[src/rtl/fetch_unit.sv]
// fetch_unit: SAYEH instruction fetch sequencer.
// It takes the PC, issues a memory read, and captures the returned word into
// the instruction register. It then hands the word to the controller and
// strobes pc_next into the program counter. A wait-state limit flags a
// memory that never answers.
//
// Handshakes:
//   memory side     - read_mem/addr_bus stay high and stable until mem_ready is
//                     seen in BUSY. mem_ready at any other time is ignored.
//   controller side - ir_valid stays high with ir_out stable until ir_ack;
//                     the word moves on the cycle ir_valid && ir_ack.
//
// fsm_state exposes the sequencer state for observation:
//   0 = IDLE, 1 = BUSY, 2 = HOLD.
module fetch_unit #(
    parameter int TIMEOUT = 16
) (
    input  logic        clk,
    input  logic        rst,
    input  logic        fetch_start,
    input  logic        flush,
    input  logic [15:0] pc_in,
    input  logic [15:0] mem_data_in,
    input  logic        mem_ready,
    input  logic        ir_ack,
    output logic [15:0] addr_bus,
    output logic        read_mem,
    output logic [15:0] ir_out,
    output logic        ir_valid,
    output logic [15:0] pc_next,
    output logic        pc_enable,
    output logic        fetch_error,
    output logic [1:0]  fsm_state
);

    typedef enum logic [1:0] {
        IDLE = 2'd0,
        BUSY = 2'd1,
        HOLD = 2'd2
    } state_t;

    // Last wait-counter value before the read is abandoned.
    localparam logic [7:0] WAIT_LAST = 8'(TIMEOUT - 1);

    state_t      state_q, state_d;
    logic [15:0] addr_q, addr_d;
    logic        read_q, read_d;
    logic [15:0] ir_q, ir_d;
    logic        ir_valid_q, ir_valid_d;
    logic [15:0] pc_next_q, pc_next_d;
    logic        pc_en_q, pc_en_d;
    logic        err_q, err_d;
    logic [7:0]  wait_q, wait_d;

    // Next-state and next-output logic; flush overrides every other input.
    always_comb begin
        state_d    = state_q;
        addr_d     = addr_q;
        read_d     = read_q;
        ir_d       = ir_q;
        ir_valid_d = ir_valid_q;
        pc_next_d  = pc_next_q;
        pc_en_d    = 1'b0;
        err_d      = err_q;
        wait_d     = wait_q;

        if (flush) begin
            state_d    = IDLE;
            read_d     = 1'b0;
            ir_valid_d = 1'b0;
            err_d      = 1'b0;
        end else begin
            case (state_q)
                IDLE: begin
                    if (fetch_start) begin
                        addr_d  = pc_in;
                        read_d  = 1'b1;
                        wait_d  = 8'd0;
                        err_d   = 1'b0;
                        state_d = BUSY;
                    end
                end
                BUSY: begin
                    if (mem_ready) begin
                        ir_d       = mem_data_in;
                        pc_next_d  = addr_q + 16'd1;
                        pc_en_d    = 1'b1;
                        ir_valid_d = 1'b1;
                        read_d     = 1'b0;
                        state_d    = HOLD;
                    end else if (wait_q == WAIT_LAST) begin
                        err_d   = 1'b1;
                        read_d  = 1'b0;
                        state_d = IDLE;
                    end else begin
                        wait_d = wait_q + 8'd1;
                    end
                end
                HOLD: begin
                    if (ir_ack) begin
                        ir_valid_d = 1'b0;
                        if (fetch_start) begin
                            addr_d  = pc_in;
                            read_d  = 1'b1;
                            wait_d  = 8'd0;
                            err_d   = 1'b0;
                            state_d = BUSY;
                        end else begin
                            state_d = IDLE;
                        end
                    end
                end
                default: begin
                    state_d = IDLE;
                    read_d  = 1'b0;
                end
            endcase
        end
    end

    // State and output registers; reset clears read_mem without waiting for a clock.
    always_ff @(posedge clk or posedge rst) begin
        if (rst) begin
            state_q    <= IDLE;
            addr_q     <= 16'h0000;
            read_q     <= 1'b0;
            ir_q       <= 16'h0000;
            ir_valid_q <= 1'b0;
            pc_next_q  <= 16'h0000;
            pc_en_q    <= 1'b0;
            err_q      <= 1'b0;
            wait_q     <= 8'd0;
        end else begin
            state_q    <= state_d;
            addr_q     <= addr_d;
            read_q     <= read_d;
            ir_q       <= ir_d;
            ir_valid_q <= ir_valid_d;
            pc_next_q  <= pc_next_d;
            pc_en_q    <= pc_en_d;
            err_q      <= err_d;
            wait_q     <= wait_d;
        end
    end

    assign addr_bus    = addr_q;
    assign read_mem    = read_q;
    assign ir_out      = ir_q;
    assign ir_valid    = ir_valid_q;
    assign pc_next     = pc_next_q;
    assign pc_enable   = pc_en_q;
    assign fetch_error = err_q;
    assign fsm_state   = state_q;

endmodule

[config.mk]
export PLATFORM = sky130hd
export DESIGN_NAME = fetch_unit
export DESIGN_NICKNAME = d
export VERILOG_FILES = /design/src/rtl/fetch_unit.sv
export SDC_FILE = /design/constraint.sdc
export NUM_CORES = 1
export LEC_CHECK = 0
export CORE_MARGIN = 2
export CORE_UTILIZATION = 37
export CTS_CLUSTER_SIZE = 30
export DETAILED_ROUTE_END_ITERATION = 12
export PLACE_DENSITY = 0.69
export RECOVER_POWER = 50
export SKIP_CTS_REPAIR_TIMING = 1
export SKIP_LAST_GASP = 1
export SLEW_MARGIN = 20
export SYNTH_ARGS = -nofsm -noshare
export SYNTH_HDL_FRONTEND = slang
export SYNTH_SLANG_ARGS = --single-unit
export TNS_END_PERCENT = 5
[constraint.sdc]
create_clock -name clk -period 2.2 [get_ports clk]
set_input_delay 0.55 -clock clk [delete_from_list [all_inputs] [get_ports clk]]
set_output_delay 0.55 -clock clk [all_outputs]
set_load 0.1 [all_outputs]
## Word level (Yosys, flattened, before mapping)

Cells that the tools add are included.

- Register bits: 62
- Output and inout bits: 54
- Bits of input ports: 38
- Word-level logic and storage cells: 70

- Reduce and logical (&&, ||, !) cells: 12
- Muxes and demuxes: 34
- Equal/unequal tests: 12
- Bitwise operators: 1
- Add/subtract/negate cells: 2

Operators with widths:

| operator | count |
|---|---|
| 16-bit 2-to-1 mux | 2 |
| 8-bit 2-to-1 mux | 4 |
| 16-bit one-hot mux with 2 select lines | 1 |
| 8-bit one-hot mux with 3 select lines | 1 |
| 1-bit 2-to-1 mux | 17 |
| 16-bit by 1-bit adder with 16-bit output (second input constant) | 1 |
| 3-bit != test (second input constant) | 5 |
| 3-bit AND reduction | 4 |
| 2-bit 2-to-1 mux | 5 |
| 8-bit by 1-bit adder with 8-bit output (second input constant) | 1 |
| 8-bit by 4-bit == test with 1-bit output (second input constant) | 1 |
| 2-bit != test (second input constant) | 3 |
| 1-bit one-hot mux with 3 select lines | 2 |
| 2-bit one-hot mux with 3 select lines | 1 |
| 3-bit nonzero test | 2 |
| 5-bit AND reduction | 1 |
| 4-bit != test (second input constant) | 1 |
| 4-bit AND reduction | 1 |
| 4-bit nonzero test | 1 |
| 2-bit by 1-bit == test with 1-bit output (second input constant) | 1 |
| 2-bit == test (second input constant) | 1 |
| 2-bit zero test | 1 |
| 1-bit one-hot mux with 2 select lines | 1 |
| 2-bit AND reduction | 1 |
| 2 further kinds | 2 |

## Logic depth before layout (Yosys ltp)

Gate-level depths: netlist of run 1.

- Depth after elaboration: 5
- Depth in mapped cells: 7
- Gate-level depth less buffers: 6

## Worst setup path before layout of run 1

No wires, ideal clock.

- Kind: flip-flop to flip-flop
- Start: reg state_q[0] (netlist: fsm_state[0])
- End: reg wait_q[3]
- Path buffers: 2
- Library setup time: 0.124 ns
- Setup slack: -0.107 ns
- Arrival: 2.184 ns
- Period minus slack after synthesis: 2.307 ns
- Cell stages (with the launch flop): 7
- Data required time: 2.076 ns
- Path through: dfrtp_1 > buf_2 > nor4b_2 > a21bo_1 > nor2b_1 > buf_6 > a211o_1

- Word-level cells in the longest chain between the ends: 3
- Elaborated cells between the ends (all ways): 9
- Those cells by class: eq/ne (5); mux (1); reduce/logical (3)

RTL lines:

| element | line | RTL |
|---|---|---|
| start: declaration | 45 | `state_t state_q, state_d;` |
| start signal: assignment | 134 | `state_q <= state_d;` |
| 2-bit by 1-bit == test with 1-bit output, or another cell as far along | 73 | `case (state_q)` |
| 2-bit != test (no source line) / 3-bit nonzero test (equally long branches) | n/a |  |
| 5-bit AND reduction (no source line) | n/a |  |
| end signal: assignment | 142 | `wait_q <= wait_d;` |
| end: declaration | 53 | `logic [7:0] wait_q, wait_d;` |

Parallel ways exist; a longest one is shown, timed or not.
A chain may end at the register's enable or synchronous reset.

## Worst setup path after layout of run 1

- Start: in mem_ready
- End: reg wait_q[7]

- Word-level cells in the longest chain between the ends: 2

RTL lines:

| element | line | RTL |
|---|---|---|
| start: declaration | 24 | `input logic mem_ready,` |
| 2-bit != test (no source line) | n/a |  |
| 5-bit AND reduction (no source line) | n/a |  |

Every way passes these cells.

==> results of run 1 <==
-- layout by cell type, fill, tap and decap left out, drive strengths merged, types with 3 or more instances in the layout --
cell / n
buf: 39
nor2: 8
clkinv: 3
clkdlybuf4s50: 35
xor2: 4
and3: 6
xnor2: 8
o22a: 3
inv: 12
nor4: 3
nand3: 5
clkbuf: 40
nand2: 75
nand2b: 4
o21ai: 22
dfrtp: 62
nand4: 5
mux2: 13
a21oi: 4
nor3: 4
-- worst min-delay path: cells and delay by family, from the launching register on --
| kind | cells | cell delay [ns] |
|---|---|---|
| AND/OR/NAND/NOR | 2 | 0.11 |
| flip-flops | 1 | 0.34 |
-- report_power, final --
part	switching, W	internal [W]
clock network	0.000425	0.000666
registers	0.000238	0.00141
logic	0.00225	0.000520
total	0.00291	0.00259
-- how the worst max path moves through the flow --
| stage | startpoint | to | cells after the start |
|---|---|---|---|
| floorplan | rst | fsm_state[0]$_DFFE_PP0P_ | 1 |
| global placement | flush | wait_q[3]$_DFFE_PP0P_ | 5 |
| detailed placement | flush | wait_q[7]$_DFFE_PP0P_ | 5 |
| CTS | flush | wait_q[7]$_DFFE_PP0P_ | 5 |
| global route | mem_ready | wait_q[3]$_DFFE_PP0P_ | 5 |
| finish | mem_ready | wait_q[7]$_DFFE_PP0P_ | 5 |
-- layer usage --
layer  vias to the layer above  share of wire (%)  wire length (µm)
li1                       1144                  -                 -
met1                      1081                 46              2960
met2                        60                 48              3070
met3                         7                5.0               318
met4                         0                1.1                71
met5                         -                  0                 0
-- area by class of cell --
cell class                 instances  area (µm²)  share of cell area (%)
sequential                        62        1550                    39.5
multi-input combinational        190        1140                    29.0
timing repair buffer             104         851                    21.6
clock buffer                      12         145                    3.69
tap                               99         124                    3.15
clock inverter                     4        70.1                    1.78
inverter                          13        48.8                    1.24
-- cells by family after synthesis --
logic type      count (synthesis)  share of synthesized area [%]
compound gates                 43                           10.1
xor+xnor                       12                           3.76
fa+ha+maj                       2                          0.895
buf+inv                        24                           3.76
flops                          62                           55.5
mux                            14                           5.59
simple gates                  119                           20.4
-- per-stage QoR --
step / std cells / TNS (ns) / utilization [%]
2_1_floorplan: 276 / -0.0585 / -
3_3_place_gp: 468 / 0 / 52.1
3_5_place_dp: 468 / 0 / 52.1
4_1_cts: 484 / 0 / 55.1
5_1_grt: 484 / 0 / 53.9
6_report: 484 / 0 / 53.9
-- flip-flops by register name (all words and copies together), names as in the netlist --
name and flops:
addr_bus 16, ir_out 16, pc_next 16, wait_q 8, fsm_state 2, fetch_error 1, ir_valid 1, pc_enable 1
read_mem 1
==> flow_metrics.env, run 1 <==
export IMPL_r2r_start="wait_q[5]$_DFFE_PP0P_"
export IMPL_slowest_delay_ns=0.56
export IMPL_gp_congestion=0.775
export IMPL_synth_top_area_share_pct=55.5
export IMPL_cts_tree="done"
export IMPL_synth_seq_area_share_pct=55.5
export IMPL_grt_pass1_wl_um=10900
export IMPL_cts_made_buffers=9
export IMPL_min_to="ir_out[15]$_DFFE_PP0P_"
export IMPL_grt_usage_pct=16.5
export IMPL_clock_sinks=62
export IMPL_fp_dieW_um=90.9
export IMPL_start_kind="input pin"
export IMPL_area_delta_synth_final_pct=40.6
export IMPL_arrival_ns=2.16
export IMPL_fin_ws_ns=0.249
export IMPL_design_area_um2=3930
export IMPL_ant_nets=0
export IMPL_tightestPinTransition_ns=1.08
export IMPL_drt_total_wl_um=6410
export IMPL_clk_pin_slew_ns=0.07
export IMPL_clk_latency_ns=0.33
export IMPL_viasPerCell=4.74
export IMPL_critPathRequiredTime_ns=2.41
export IMPL_crit_fanout=7
export IMPL_hold_class="flip-flop to flip-flop"
export IMPL_num_antenna_cells=0
export IMPL_initial_core_util_pct=38.3
export IMPL_synth_area_top_cells="dfrtp_1, nand2_1, mux2_2"
export IMPL_use_met1_pct=21.5
export IMPL_route_detailed_drc=0
export IMPL_boundaryPins=92
export IMPL_grtUsageMet3_pct=3.57
export IMPL_final_hold_viol_count=0
export IMPL_num_nets_final=420
export IMPL_numPortBuffers=91
export IMPL_globalRouteMet2Util_pct=27.0
export IMPL_ys_flop_type="dfrtp_1"
export IMPL_endpoint_kind="flip-flop"
export IMPL_dp_final_hpwl_um=4760
export IMPL_synth_area_um2=2800
export IMPL_async_reset_ff_share_pct=100
export IMPL_status="complete, no violations"
export IMPL_relSlewSlack_pct=27.9
export IMPL_p_per_area_nw_per_um2=1400
export IMPL_setup_viol=0
export IMPL_r2r_cells=5
export IMPL_die_h_um=90.9
export IMPL_core_area_um2=7290
export IMPL_synth_commonest_cells="nand2_1, dfrtp_1, o21ai_0"
export IMPL_whs_path_depth=2
export IMPL_p_leak_nw=1.89
export IMPL_root_buffer="clkbuf_8"
export IMPL_syn_nets=316
export IMPL_clockBufferDepth=2
export IMPL_fin_crit_ns=1.95
export IMPL_netlist_instances=276
export IMPL_grt_max_degree=42
export IMPL_synth_edf_count=0
export IMPL_drive_gt1_share_pct=26.0
export IMPL_vdd_drop_max_mv=0.704
export IMPL_ys_types=42
export IMPL_worst_hold_slack_ns=0.474
export IMPL_max_freq_ghz=0.513
export IMPL_preCtsSetupSlack_ns=0.00803
export IMPL_drt_iter0_drc=79
export IMPL_placed_area_um2=3800
export IMPL_cap_violations=0
export IMPL_htree_num_levels=3
export IMPL_path_cells="dlygate4sd3_1, nor4b_2, a21bo_1, nor2b_1, a211o_1"
export IMPL_n_fill_cell=690
export IMPL_row_count=31
export IMPL_num_vias=2292
export IMPL_yosysMostFrequentCell="nand2_1"
export IMPL_fin_skew_ns=0.00834
export IMPL_yosys_warnings=0
export IMPL_overflow=0
export IMPL_min_delay_start="ir_out[15]$_DFFE_PP0P_"
export IMPL_design_power_total_w=0.00551
export IMPL_ys_seq_elements=62
export IMPL_worstSetupPathType="input pin to flip-flop"
export IMPL_first_global_vias=2311
export IMPL_wl_per_cell_um=13.3
export IMPL_final_period_utilization_pct=88.7
export IMPL_antenna_found_initial=0
export IMPL_drv_slew=0
export IMPL_dieArea_um2=8270
export IMPL_gr_max_usage_layer="met2"
export IMPL_path_buf_inv=1
export IMPL_grt_setup_unrepaired="false"
export IMPL_yosysTopAreaCell="dfrtp_1"
export IMPL_crit_family="compound AO/OA/AOI/OAI gates"
export IMPL_r2r_setup_slack_ns=0.39
export IMPL_r2r_end="wait_q[0]$_DFFE_PP0P_"
export IMPL_avgSynthCellArea_um2=10.1
export IMPL_cp_slowest_cell="dlygate4sd3_1"
export IMPL_first_pass_iters=4
Note: power is estimated with default switching activity, not from simulation.
==> inputs of run 2 (changes only) <==
CTS_CLUSTER_DIAMETER = 200   (was not set)
==> results of run 2 <==
Final layout, timing and power as in run 1 (identical DEF).
